--- src/rtl/data_mem_responder.sv ---
// Data-memory responder with a posted-write buffer and multi-cycle array reads.
// Reads forward from the buffer on a hit; misses stall for LATENCY cycles.
module data_mem_responder #(
    parameter int WORDS    = 16,
    parameter int LATENCY  = 2,
    parameter int WB_DEPTH = 2
) (
    input  logic        CLK,
    input  logic        Reset,
    input  logic        MemoryRead,
    input  logic        MemoryWrite,
    input  logic [5:0]  Address,
    input  logic [31:0] WriteData,
    output logic [31:0] ReadData,
    output logic        Ready,
    output logic        ProtocolErr
);
    localparam int PW = (WB_DEPTH > 1) ? $clog2(WB_DEPTH) : 1;
    localparam int CW = $clog2(WB_DEPTH + 1);
    localparam logic [2:0] LAST = 3'(LATENCY - 1);

    typedef enum logic [1:0] {IDLE, RD_WAIT, RD_DONE} state_t;
    state_t state, nextState;

    logic [31:0]   mem    [WORDS];
    logic [3:0]    wbIdx  [WB_DEPTH];
    logic [31:0]   wbData [WB_DEPTH];
    logic [PW-1:0] wbHead, wbTail, pos;
    logic [CW-1:0] wbCount;
    logic [2:0]    rdCnt, drCnt;
    logic [31:0]   readReg, fwdData;
    logic [3:0]    wordIdx;
    logic          fwdHit, wrAccept, missLoad, capture, rdHit;
    logic          drainTick, drainDone, wbFull;
    logic          unusedAddr;

    assign wordIdx    = Address[5:2];
    assign unusedAddr = ^Address[1:0];
    assign wbFull     = (int'(wbCount) == WB_DEPTH);
    assign drainTick  = (state == IDLE) && (wbCount != '0);
    assign drainDone  = drainTick && (drCnt == LAST);

    function automatic logic [PW-1:0] nextPtr(input logic [PW-1:0] p);
        return (int'(p) == WB_DEPTH - 1) ? '0 : p + 1'b1;
    endfunction

    // Walk oldest to youngest so the youngest match wins
    always_comb begin
        fwdHit  = 1'b0;
        fwdData = '0;
        pos     = '0;
        for (int i = 0; i < WB_DEPTH; i++) begin
            pos = PW'((int'(wbHead) + i) % WB_DEPTH);
            if (i < int'(wbCount) && wbIdx[pos] == wordIdx) begin
                fwdHit  = 1'b1;
                fwdData = wbData[pos];
            end
        end
    end

    always_comb begin
        nextState = state;
        Ready     = 1'b1;
        ReadData  = readReg;
        wrAccept  = 1'b0;
        missLoad  = 1'b0;
        capture   = 1'b0;
        rdHit     = 1'b0;
        unique case (state)
            IDLE: begin
                if (MemoryWrite) begin
                    Ready    = !wbFull;
                    wrAccept = !wbFull;
                end else if (MemoryRead) begin
                    if (fwdHit) begin
                        ReadData = fwdData;
                        rdHit    = 1'b1;
                    end else begin
                        Ready     = 1'b0;
                        missLoad  = 1'b1;
                        capture   = (LATENCY == 1);
                        nextState = (LATENCY == 1) ? RD_DONE : RD_WAIT;
                    end
                end
            end
            RD_WAIT: begin
                Ready = 1'b0;
                if (rdCnt <= 3'd1) begin
                    capture   = 1'b1;
                    nextState = RD_DONE;
                end
            end
            RD_DONE: nextState = IDLE;
            default: nextState = IDLE;
        endcase
    end

    always_ff @(negedge CLK) begin
        if (Reset) state <= IDLE;
        else       state <= nextState;
    end

    always_ff @(negedge CLK) begin
        if (Reset) begin
            for (int i = 0; i < WORDS; i++) mem[i] <= '0;
            wbHead      <= '0;
            wbTail      <= '0;
            wbCount     <= '0;
            rdCnt       <= '0;
            drCnt       <= '0;
            readReg     <= '0;
            ProtocolErr <= 1'b0;
        end else begin
            if (MemoryRead && MemoryWrite) ProtocolErr <= 1'b1;
            if (missLoad)               rdCnt <= LAST;
            else if (state == RD_WAIT)  rdCnt <= rdCnt - 3'd1;
            if (capture)    readReg <= mem[wordIdx];
            else if (rdHit) readReg <= fwdData;
            // Drain counter only advances in IDLE, so it survives a read
            if (drainTick) begin
                if (drainDone) begin
                    mem[wbIdx[wbHead]] <= wbData[wbHead];
                    wbHead <= nextPtr(wbHead);
                    drCnt  <= '0;
                end else begin
                    drCnt <= drCnt + 3'd1;
                end
            end
            if (wrAccept) wbTail <= nextPtr(wbTail);
            if (wrAccept && !drainDone)      wbCount <= wbCount + 1'b1;
            else if (!wrAccept && drainDone) wbCount <= wbCount - 1'b1;
        end
    end

    always_ff @(negedge CLK) begin
        if (!Reset && wrAccept) begin
            wbIdx[wbTail]  <= wordIdx;
            wbData[wbTail] <= WriteData;
        end
    end
endmodule

--- config.mk ---
export PLATFORM = sky130hd
export DESIGN_NAME = data_mem_responder
export DESIGN_NICKNAME = d
export VERILOG_FILES = /design/src/rtl/data_mem_responder.sv
export SDC_FILE = /design/constraint.sdc
export NUM_CORES = 1
export LEC_CHECK = 0
export ABC_CLOCK_PERIOD_IN_PS = 4850
export BUFFER_PORTS_ARGS = -buffer_cell sky130_fd_sc_hd__buf_2
export CAP_MARGIN = 20
export CORE_MARGIN = 2
export CORE_UTILIZATION = 55
export DETAILED_ROUTE_END_ITERATION = 8
export PLACE_DENSITY_LB_ADDON = 0.15
export SETUP_SLACK_MARGIN = 0.2
export SYNTH_ARGS = -nofsm -noshare
export SYNTH_HDL_FRONTEND = slang
export SYNTH_SLANG_ARGS = --single-unit
--- constraint.sdc ---
create_clock -name CLK -period 4.85 [get_ports CLK]
set_clock_uncertainty 0.2 [all_clocks]
set_input_delay 0.2425 -clock CLK [delete_from_list [all_inputs] [get_ports CLK]]
set_output_delay 0.2425 -clock CLK [all_outputs]
set_load 0.05 [all_outputs]
# == Yosys cells after proc, flatten, opt, wreduce, memory -nomap -nowiden ==
# Memory sizes are Yosys's and may differ from the RTL's. A register that Yosys moved wholly into a read port is not among the register bits.
# Cells that the tools add are included.
# totals
regBits,45
latch_bits,0
mem_bits_rw,584
rom_bits,0
memories,3
# mem_list
name,depth,word_bits,read_ports,rd_ports_with_merged_regs,wr,line,source
mem,16,32,1,0,16,25,logic [31:0] mem [WORDS];
wbData,2,32,2,1,1,27,logic [31:0] wbData [WB_DEPTH];
wbIdx,2,4,2,1,1,26,logic [3:0] wbIdx [WB_DEPTH];
# classes
n_addsub,7
mul,0
n_div,0
magnitude_cmp,3
eq_ne,9
shift,0
mux,52
bitwise,0
n_reduce_logical,21
# ops
operator,n
32-bit two-way mux,9
1-bit two-way mux,33
32-bit OR reduction,1
2-bit two-way mux,6
4-bit == test,2
1-bit logical AND,8
"2-bit inequality test, second input constant",4
2-bit nonzero test,4
1-bit zero test,4
"1-bit by 2-bit less-than comparator with 1-bit output, first input constant",2
4-bit two-way mux,1
2-bit one-hot mux with 2 select lines,1
4-bit AND reduction,1
"1-bit adder, second input constant",3
"3-bit by 1-bit adder with 3-bit output, second input constant",1
"3-bit by 1-bit == test with 1-bit output, second input constant",1
"3-bit by 1-bit <= comparator with 1-bit output, second input constant",1
3-bit two-way mux,1
"3-bit by 1-bit subtractor with 3-bit output, second input constant",1
"2-bit by 1-bit adder with 2-bit output, second input constant",1
"2-bit by 1-bit == test with 1-bit output, second input constant",1
"2-bit == test, second input constant",1
2-bit zero test,1
1-bit one-hot mux with 2 select lines,1
other kinds (3),3

# == Depth between registers and ports, before layout ==
# An unclocked memory read counts as a cell.
# depth
word_depth,11
depth_mapped,10
ltp_nobuf,9

==> results.ini <==
[outcome]
outcome=complete, but fails checks
violations=setup timing

[critical_path]
crit_type=flip-flop to output port
endpoint_kind=output port
startpoint_type=flip-flop
required_ns=4.41
crit_fanout=7
cp.arrival_ns=5.33

[clock_network]
path_clk_slew_ns=0.04
cts_tree=yes
cts.htree.levels=3
cts_buffers=69
cts.sinks=630
cts_buffer_depth=3
clk_latency_ns=0.67
ctsRootBufferMaster=clkbuf_16
hold_buffers=0

[timing]
fin_tns_setup_ns=-29.15
setup_violations=33
hold_viol=0
grt_setup_unrepaired=true
maxSlewViolCount=0
slew_headroom_pct=57.3
max_slew.worst_pin.slew_ns=0.641
worst_slack_ns=-0.927

[cells_and_area]
syn2layout_area_growth_pct=31.0
nNetsFinal=2723
post_route_cells_drive_above_1_share_pct=24.6
final_cell_mix=inv_1 (665), edfxtp_1 (584), nor2_1 (571)
instances_no_fill=3388
n_antenna_cell=0
final_common_cell=inv_1

[synthesis]
synth-simple-area-share_pct=9.42
synth.distinct_cells=48
ys.flop_type=edfxtp_1
synth_fa_ha_area_share_pct=0.318
synth_nets=1912
synth_top_family_by_area=multiplexers
synth_edf_count=584
synth-xor-area-share_pct=0.382
synth_compound_area_share_pct=4.36
yosys_warnings=0
synth.area.mux_share_pct=15.5
synth_seq_cells=630
syn_avg_cell_area_um2=14.8
synth_cells=1863
netlist_area_um2=27500
synth.yosys.seq_area_share_pct=67.0
postSynth.asyncResetShare_pct=0

[detailed_routing]
drc=0
wl_per_cell_um=24.2
vias=20100
drt_iter0_drc=2396
drt_wl_total_um=82100
ant_nets=0
dr.pass1.iters=6
routed_via_density=5.92

[power_and_ir_drop]
power.density_nw_per_um2=449
static-leakage-power_uw=0.0158
max-vdd-ir-drop_v=0.000290

[placement]
gp_congestion=0.835
numPortBuffers=73
placed_cells=2627
hpwlAfterDp_um=45800

[floorplanning]
die_w_um=228
initial_core_util_pct=56.0
core_um2=49200
pin_count=76
die-area_um2=51900
die_h_um=228
rows=81

[global_routing]
grt_overflow_total=0
grt_pass1_wl_um=121000
grt_max_degree=48
grt_use_total_pct=31.4
antenna_found_initial=1
grt_pass1_vias=21600

[hold_path]
hp-class=flip-flop to flip-flop

[job]
max_cap_violations=0

-- cells in the mapped netlist (all sizes together), types with 2 or more instances --
cell	count	share of area, %
nand2	56	0.77
nand4	2	0.091
nand2b	2	0.073
a21oi	17	0.31
nor4b	4	0.13
a41oi	2	0.064
a211oi	16	0.44
mux4	160	13
inv	24	0.33
nor2b	5	0.11
o21ai	25	0.45
buf	44	1.0
clkinv	2	0.027
o31ai	8	0.22
and3	3	0.068
xnor2	3	0.095
xor2	9	0.29
or3	4	0.091
nor2	572	7.8
a22o	24	0.76
nand3	2	0.036
nor3	6	0.11
ha	7	0.32
o22ai	23	0.98
dfxtp	46	3.3
mux2i	65	2.4
edfxtp	584	64
o221a	23	0.94
clkbuf	114	1.6
-- stage by stage --
stage                     power, µW  cell area [µm²]  hold slack [ns]  util (%)  setup slack, ns
after floorplan                8360            28100            0.246         -           -0.178
after global placement         9050            30300            0.247      61.7           -0.299
after detailed placement       9100            30400            0.264      61.8           -0.364
after CTS                     16100            35500            0.271      72.2           -0.943
after global routing          17000            36100            0.302      73.4            -1.03
final                         16200            36100            0.269      73.4           -0.927
-- worst max-delay path: stages, from the launching register on --
cell and delay, ns:
dfxtp_2 0.33, inv_2 0.05, ha_4 0.15, or3b_4 0.37, mux2i_4 0.19, nand4_4 0.13
buf_6 0.15, nand2b_4 0.18, clkbuf_16 0.22, o22ai_4 0.08, a22o_4 0.25, buf_8 0.15
-- sequential cells by signal, indices dropped and copies added (netlist names), 2 cells and up, named ones only --
signal	cells
rdCnt	3
wbData	64
drCnt	3
wbCount	2
wbIdx	8
mem	512
state	2
readReg	32
-- layer usage --
layer  up-vias  routed length, µm  global-route usage (%)
met5         -                  0                       0
met4         0               2380                    16.2
met3       185               9720                    9.90
met2      1318              39800                    49.0
met1      9997              30200                    39.9
li1       8568                  -                       -
-- cell type report --
cell class	instances	area, µm²
clock buffer	70	1750
clock inverter	681	2990
fill	3049	13100
inverter	25	93.8
multi-input combinational	1049	9100
sequential	630	18500
tap	664	831
timing repair buffer	269	2820
-- worst paths after layout --
check              startpoint  slack (ns)           end  cells after the start
setup / recovery   wbCount[1]       -0.93  ReadData[13]                     11
hold / removal    ProtocolErr        0.27   ProtocolErr                      2
setup reg to reg   wbCount[0]        1.60    mem[9][11]                     11
hold reg to reg   ProtocolErr        0.27   ProtocolErr                      2
-- kinds of logic (layout without fill, tap and decap cells) --
group           count (synthesis)  count (layout)
simple gates                  661             661
mux                           226             226
compound gates                143             143
buf+inv                       184            1045
xor+xnor                       12              12
fa+ha+maj                       7               7
flops                         630             630
-- report_power, final --
part           internal, µW  switching [µW]  total, µW
Clock                  3990            3680       7670
Sequential             6250             117       6370
Combinational           848            1320       2170
-- what timing repair did --
item	4_1_cts	5_1_grt
cloned	2	2
pin swaps	5	34
endpoints found under the setup margin	33	33
resized for setup	91	84
buffers inserted	2	5
Note: power is estimated with default switching activity, not from simulation.
